<file path="src/rtl/adsr_vca.sv">
// ADSR envelope generator with an 8x9-bit VCA on the mixer output.
// The envelope advances only on sample_tick. audio_out is audio_in scaled by
// the envelope's upper byte plus one, with one clk of latency.
// Ports:
//   clk, rst        system clock, synchronous active-high reset
//   sample_tick     one-clk envelope advance strobe
//   gate            note on/off, level-sensitive
//   attack_rate, decay_rate, release_rate   step selects, step=(rate+1)<<RATE_SHIFT
//   sustain_level   sustain target, upper byte of envelope
//   audio_in        unsigned mixer sample
//   audio_out       enveloped sample (registered)
//   env_level       env[15:8]
//   env_state       IDLE=0 ATTACK=1 DECAY=2 SUSTAIN=3 RELEASE=4
//   active          high when env_state != IDLE
module adsr_vca #(
   parameter int unsigned RATE_SHIFT = 0
) (
   input  logic       clk,
   input  logic       rst,
   input  logic       sample_tick,
   input  logic       gate,
   input  logic [7:0] attack_rate,
   input  logic [7:0] decay_rate,
   input  logic [7:0] sustain_level,
   input  logic [7:0] release_rate,
   input  logic [7:0] audio_in,
   output logic [7:0] audio_out,
   output logic [7:0] env_level,
   output logic [2:0] env_state,
   output logic       active
);

   localparam int unsigned ENV_W  = 16;
   localparam int unsigned STEP_W = 17;

   typedef enum logic [2:0] {
      IDLE    = 3'd0,
      ATTACK  = 3'd1,
      DECAY   = 3'd2,
      SUSTAIN = 3'd3,
      RELEASE = 3'd4
   } state_t;

   state_t             state, state_nx;
   logic [ENV_W-1:0]   env, env_nx;
   logic               gate_q;
   logic               rise;
   logic [STEP_W-1:0]  s_a, s_d, s_r, s_lvl, env_w;
   logic [STEP_W-1:0]  prod;

   // All envelope arithmetic is held at 17 bits so no sum or compare can wrap.
   assign s_a   = (STEP_W'(attack_rate)  + STEP_W'(1)) << RATE_SHIFT;
   assign s_d   = (STEP_W'(decay_rate)   + STEP_W'(1)) << RATE_SHIFT;
   assign s_r   = (STEP_W'(release_rate) + STEP_W'(1)) << RATE_SHIFT;
   assign s_lvl = STEP_W'({sustain_level, 8'h00});
   assign env_w = STEP_W'(env);
   assign rise  = gate & ~gate_q;

   // State, envelope and gate history registers
   always_ff @(posedge clk) begin
      if (rst) begin
         state  <= IDLE;
         env    <= '0;
         gate_q <= 1'b0;
         active <= 1'b0;
      end else begin
         state  <= state_nx;
         env    <= env_nx;
         gate_q <= gate;
         active <= (state_nx != IDLE);
      end
   end

   // Next-state / next-envelope: retrigger, then note-off, then tick update
   always_comb begin
      state_nx = state;
      env_nx   = env;
      if (rise) begin
         state_nx = ATTACK;
      end else if (!gate && (state == ATTACK || state == DECAY || state == SUSTAIN)) begin
         state_nx = RELEASE;
      end else if (sample_tick) begin
         unique case (state)
            IDLE: env_nx = '0;
            ATTACK: begin
               // env + sA >= 0xFFFF is the overflow-free form of env >= 0xFFFF - sA
               if (env_w + s_a >= STEP_W'(16'hFFFF)) begin
                  env_nx   = 16'hFFFF;
                  state_nx = DECAY;
               end else begin
                  env_nx = ENV_W'(env_w + s_a);
               end
            end
            DECAY: begin
               // Also snaps env up to S when sustain was raised above it
               if (env_w <= s_lvl + s_d) begin
                  env_nx   = ENV_W'(s_lvl);
                  state_nx = SUSTAIN;
               end else begin
                  env_nx = ENV_W'(env_w - s_d);
               end
            end
            SUSTAIN: env_nx = ENV_W'(s_lvl);
            RELEASE: begin
               if (env_w <= s_r) begin
                  env_nx   = '0;
                  state_nx = IDLE;
               end else begin
                  env_nx = ENV_W'(env_w - s_r);
               end
            end
            default: begin
               env_nx   = '0;
               state_nx = IDLE;
            end
         endcase
      end
   end

   // VCA: gain is env[15:8]+1 so full scale passes audio_in unchanged
   assign prod = STEP_W'(audio_in) * (STEP_W'(env[15:8]) + STEP_W'(1));

   always_ff @(posedge clk) begin
      if (rst) audio_out <= '0;
      else     audio_out <= prod[15:8];
   end

   assign env_level = env[15:8];
   assign env_state = state;

endmodule

</file>
<file path="config.mk">
export PLATFORM = sky130hd
export DESIGN_NAME = adsr_vca
export DESIGN_NICKNAME = d
export VERILOG_FILES = /design/src/rtl/adsr_vca.sv
export SDC_FILE = /design/constraint.sdc
export NUM_CORES = 1
export LEC_CHECK = 0
export BUFFER_PORTS_ARGS = -buffer_cell sky130_fd_sc_hd__buf_2
export CORE_MARGIN = 3
export CORE_UTILIZATION = 35
export CTS_CLUSTER_SIZE = 16
export DETAILED_ROUTE_END_ITERATION = 8
export GPL_TIMING_DRIVEN = 0
export HOLD_SLACK_MARGIN = 0.03
export PLACE_DENSITY = 0.6
export SLEW_MARGIN = 15
export SYNTH_ARGS = -nofsm -noshare
export SYNTH_HDL_FRONTEND = slang
export SYNTH_SLANG_ARGS = --single-unit
</file>
<file path="constraint.sdc">
create_clock -name clk -period 12.9 [get_ports clk]
set_clock_uncertainty 0.1 [all_clocks]
set_input_delay 0.645 -clock clk [delete_from_list [all_inputs] [get_ports clk]]
set_output_delay 0.645 -clock clk [all_outputs]
set_load 0.02 [all_outputs]
</file>
# Yosys cells after proc, flatten, opt, wreduce, memory -nomap -nowiden
# Index checks and enable logic that the tools add are counted.
[totals]
register_bits = 29
input_bits = 44
out_inout_bits = 20
elab_cells = 44
[classes]
add_sub_neg = 8
multipliers = 1
order_cmp = 3
n_eq_ne = 4
mux = 11
bitwise_logic = 4
n_reduce_logical = 8
[ops]
columns = ["cell", "n"]
rows = [
  ["16-bit one-hot mux with 4 select lines", 1],
  ["16-bit 2-to-1 mux", 3],
  ["8-bit by 1-bit adder with 9-bit output (second input constant)", 4],
  ["16-bit by 9-bit adder with 17-bit output", 2],
  ["16-bit by 9-bit subtractor with 16-bit output", 2],
  ["3-bit 2-to-1 mux", 6],
  ["17-bit by 16-bit >= comparator with 1-bit output (second input constant)", 1],
  ["16-bit by 17-bit less-or-equal comparator with 1-bit output", 1],
  ["16-bit by 9-bit less-or-equal comparator with 1-bit output", 1],
  ["8-bit by 9-bit multiplier with 16-bit output", 1],
  ["3-bit one-hot mux with 4 select lines", 1],
  ["3-bit by 2-bit equality test with 1-bit output (second input constant)", 2],
  ["3-bit by 1-bit equality test with 1-bit output (second input constant)", 1],
  ["3-bit equality test (second input constant)", 1],
  ["3-bit zero test", 1],
  ["1-bit inverter", 3],
  ["3-bit AND reduction", 1],
  ["3-bit nonzero test", 1],
  ["1-bit logical OR", 2],
  ["2-bit OR reduction", 1],
  ["1-bit bitwise AND", 1],
  ["1-bit logical AND", 1],
  ["1-bit zero test", 1],
]

# Depth between registers and ports, before layout
[depth]
ltp_word = 9
mapped_depth = 23
mapped_depth_nobuf = 23

# Worst setup path before layout
# OpenSTA, ideal clock, no wires.
[synth_timing]
path_type = "reg-to-reg"
start = "register env[8]"
end = "register audio_out[6]"
setup_time_ns = 0.128
arrival_ns = 5.112
t_required_ns = 12.672
slack_ns = 7.561
path_stages_with_launch = 21
n_path_buf = 0
synth_period_minus_slack_ns = 5.339
path_cell_list = "dfxtp_1 > ha_1 > and2_1 > nand2_1 > xnor2_1 > nand2_1 > fa_1 > fa_1 > inv_1 > fa_1 > inv_1 > fa_1 > inv_1 > ha_1 > a2111oi_0 > o21ai_0 > a211oi_1 > nor2b_1 > nor2_1 > xor2_1 > nor2_1"
[synth_via]
elab_chain_cells = 2
[synth_lines]
columns = ["element", "line", "text"]
rows = [
  ["start, declared", "45", "logic [ENV_W-1:0] env, env_nx;"],
  ["start signal, assigned", "68", "env <= env_nx;"],
  ["8-bit by 1-bit adder with 9-bit output", "121", "assign prod = STEP_W'(audio_in) * (STEP_W'(env[15:8]) + STEP_W'(1));"],
  ["8-bit by 9-bit multiplier with 16-bit output", "121", ""],
  ["end signal, assigned", "125", "else audio_out <= prod[15:8];"],
  ["end, declared", "27", "output logic [7:0] audio_out,"],
]
# Every way passes these cells.
# A chain may end at the register's enable or synchronous reset.

# Worst setup path after layout
# Ends and elaborated chain as after synthesis.

==> summary.txt <==
Clock tree
  – CTS tree: yes
  – CTS Hold Bufs: 0
  – Clock Path Buffers: 2
  – Worst-Skew Late Latency: 0.29 ns
  – H-tree Lvls: 2
  – Sink Count: 29
  – Root Driver: clkbuf_16
  – CTS resizes: 0
  – Number of post-CTS setup repair buffers: 0
  – Reg clk slew, reported paths: around 0.060 ns
  – CTS buffer count: 5

STA
  – Worst Max-Slew Pin Slew: 1.243 ns
  – Crit path time final: 6.754 ns
  – Unrepaired setup endpoints after global routing: false
  – Max Slew Vio Count: 0
  – Final setup fails: 0
  – Crit share post-route: a little over half
  – Maximum clock frequency: between 100 and 150 MHz
  – Total Neg Setup Slack: 0 ns
  – Slew headroom: 16.66%
  – WHS: 0.4828 ns
  – Final hold violations: 0

Global routing
  – Initial antenna violation count: 0
  – Number of global-route vias before repair: 5059
  – GRT Residual Overflow: 0
  – Largest net degree at the start of global routing: 11
  – First-pass GRT wire length: 25.59 mm
  – GR Util All Layers: 17.67%

Synthesis
  – Mux share of post-synthesis cell area: 0.5495%
  – Post-Synth Adder-Cell Area: a little under a third
  – EDFF count, synth: 0
  – Syn Nets: 880
  – YS warnings: 0
  – Post-Syn Area: 5693 µm²
  – XOR/XNOR Fraction of Synth Area: 8.923%
  – Synth unique cells: 63
  – Complex-gate fraction of the synthesized area: 18.79%
  – Register area share after synthesis: roughly a tenth
  – Synth Area in Simple Gates: about a quarter
  – Yosys reg bits: 29
  – Main combinational cell family by area after synthesis: adder cells
  – Syn_area_per_cell: about 7.9 µm²
  – Syn Inst Count: 721
  – Synth async-reset ratio: 0%
  – Main flop type after synthesis: dfxtp_1

Pwr
  – Lkg Pwr: 3.026 nW
  – Peak VDD IR: between 30 and 40 µV
  – PwrDens: 44.44 nW/µm²

Floorplanning
  – Core Box Area: 15540 µm²
  – Initial Util: a little over a third
  – Die height: 133.5 µm
  – Die width: approximately 130 µm
  – Die ar.: 17830 µm²
  – # IOs: 64
  – Num rows: 45

Outcome
  – Status: completed

Route
  – Routed len/inst: 15.47 µm
  – Total wire length: 15.47 mm
  – Drt drc: 0
  – Routed vias/inst: 5.274
  – Antenna Nets Post-Route: 0
  – DRT Pass-1 Iters: 6
  – Via count: about 5300
  – Iteration-0 DRC Markers: 385

Worst hold path
  – Hold Path Class: flop to flop
  – Hold depth: 2

Placement
  – Final Wtd Congestion: 0.8773
  – I/O Buffers: 60
  – Detailed placement HPWL: 12.73 mm

Critical path
  – Critical-path cell list: ha_1, and2_1, nand2_1, xnor2_1, nand2_1, fa_1, fa_1, inv_1, fa_1, inv_1, fa_1, inv_1, ha_1, a2111oi_0, o21ai_0, a211oi_1, nor2b_1, nor2_1, xor2_1, nor2_1
  – CP Buf/Inv Count: 3
  – CP Capture Type: flop
  – Critical path fanouts, max: 10
  – Startpoint types: flop
  – Critical path class: flop to flop
  – CP delay by family, top: adder cells
  – Cell count of the worst reg-to-reg path: 20
  – Critical path data required time: 12.96 ns
  – Worst path most repeated cell: fa_1
  – Critical path's slowest cell: xnor2_1
  – Worst path depth: 20
  – Max incr delay on CP: ~0.72 ns
  – Crit path DAT: roughly 7 ns

Final layout
  – Layout area overhead: 12.42%
  – Most common cell after layout, fill and taps aside: nand2_1
  – Layout cells sized above 1: 11.91%
  – Nets: 947
  – Commonest non-fill, non-tap cells in the layout: nand2_1, inv_1, ha_1
  – # diodes: 0

Job
  – Max Cap Violations: 0
==> path summary, 6_finish.rpt <==
kind                       end    from  slack [ns]
setup / recovery  audio_out[6]  env[8]        6.15
hold / removal          env[3]  env[3]        0.48
hold reg to reg         env[3]  env[3]        0.48
setup reg to reg  audio_out[6]  env[8]        6.15
==> cell type report <==
cell class                 instances  area, µm²
fill                            1663       9140
multi-input combinational        590       4695
sequential                        29      580.6
timing repair buffer              60      300.3
inverter                          73      274.0
tap                              211      264.0
buffer                            29      143.9
clock buffer                       5      125.1
clock inverter                     3      17.52
==> power by group <==
part / total [mW] / internal (mW) / switching [mW]
logic: 0.0730 / 0.0286 / 0.0443
registers: 0.0916 / 0.0907 / 0.000858
clock network: 0.120 / 0.0707 / 0.0491
==> flip-flops by register name, indices dropped and copies added, names as in the netlist <==
name and count:
audio_out 8, active 1, env_state 3, gate_q 1
env 16
==> worst min-delay path, stage by stage (launching register included) <==
cell and delay, ns:
dfxtp_1 0.37, nand2_1 0.10, a211oi_1 0.07
==> per-layer routing <==
| metal | GRT usage (%) | wire length [µm] | vias up |
|---|---|---|---|
| met4 | 5.543 | 304 | 0 |
| met5 | 0 | 0 | - |
| met1 | 25.39 | 7565 | 2466 |
| li1 | - | - | 2650 |
| met3 | 2.681 | 831 | 17 |
| met2 | 27.23 | 6766 | 141 |
==> logic make-up after synthesis <==
kind of cell / count (synthesis)
buffers and inverters: 102
multiplexers: 3
AND/OR/NAND/NOR: 260
XOR/XNOR: 58
adder cells (fa/ha/maj): 115
AO/OA/AOI/OAI: 154
flip-flops: 29
==> Yosys cell counts (3+ instances only) <==
cell	count	area, µm²
nand2_1	81	304.0
inv_1	73	274.0
ha_1	72	900.9
fa_1	43	860.8
nor2_1	43	161.4
a21oi_1	36	180.2
and2_1	35	219.0
xor2_1	31	271.5
dfxtp_1	29	580.6
xnor2_1	27	236.5
o21ai_0	25	125.1
nand3_1	21	105.1
clkbuf_1	17	63.81
a211oi_1	13	97.59
nor2b_1	13	81.33
a21o_1	11	82.58
nand2b_1	10	62.56
nor3_1	10	50.05
nand4_1	9	56.30
buf_4	8	60.06
a221oi_1	7	61.31
a31oi_1	6	37.54
and3_1	6	37.54
and4_1	6	52.55
o21a_1	6	45.04
o22ai_1	6	37.54
or2_2	5	31.28
or3_1	5	31.28
a222oi_1	4	40.04
a41oi_1	4	35.03
buf_2	4	20.02
nand3b_1	4	30.03
o221ai_1	4	35.03
a22o_1	3	26.28
nor3b_1	3	22.52
nor4_1	3	18.77
o2111ai_1	3	26.28
==> stage by stage <==
stage	power (mW)	util [%]	std cells	worst slack, ns	cell area, µm²
2_1_floorplan	0.1397	-	721	7.561	5693
3_3_place_gp	0.1658	40.27	992	6.191	6257
3_5_place_dp	0.1659	40.27	992	6.223	6257
4_1_cts	0.2875	41.18	1000	6.163	6400
5_1_grt	0.3008	41.18	1000	5.658	6400
6_report	0.2844	41.18	1000	6.146	6400
No activity file was read; power rests on OpenSTA's default activity.
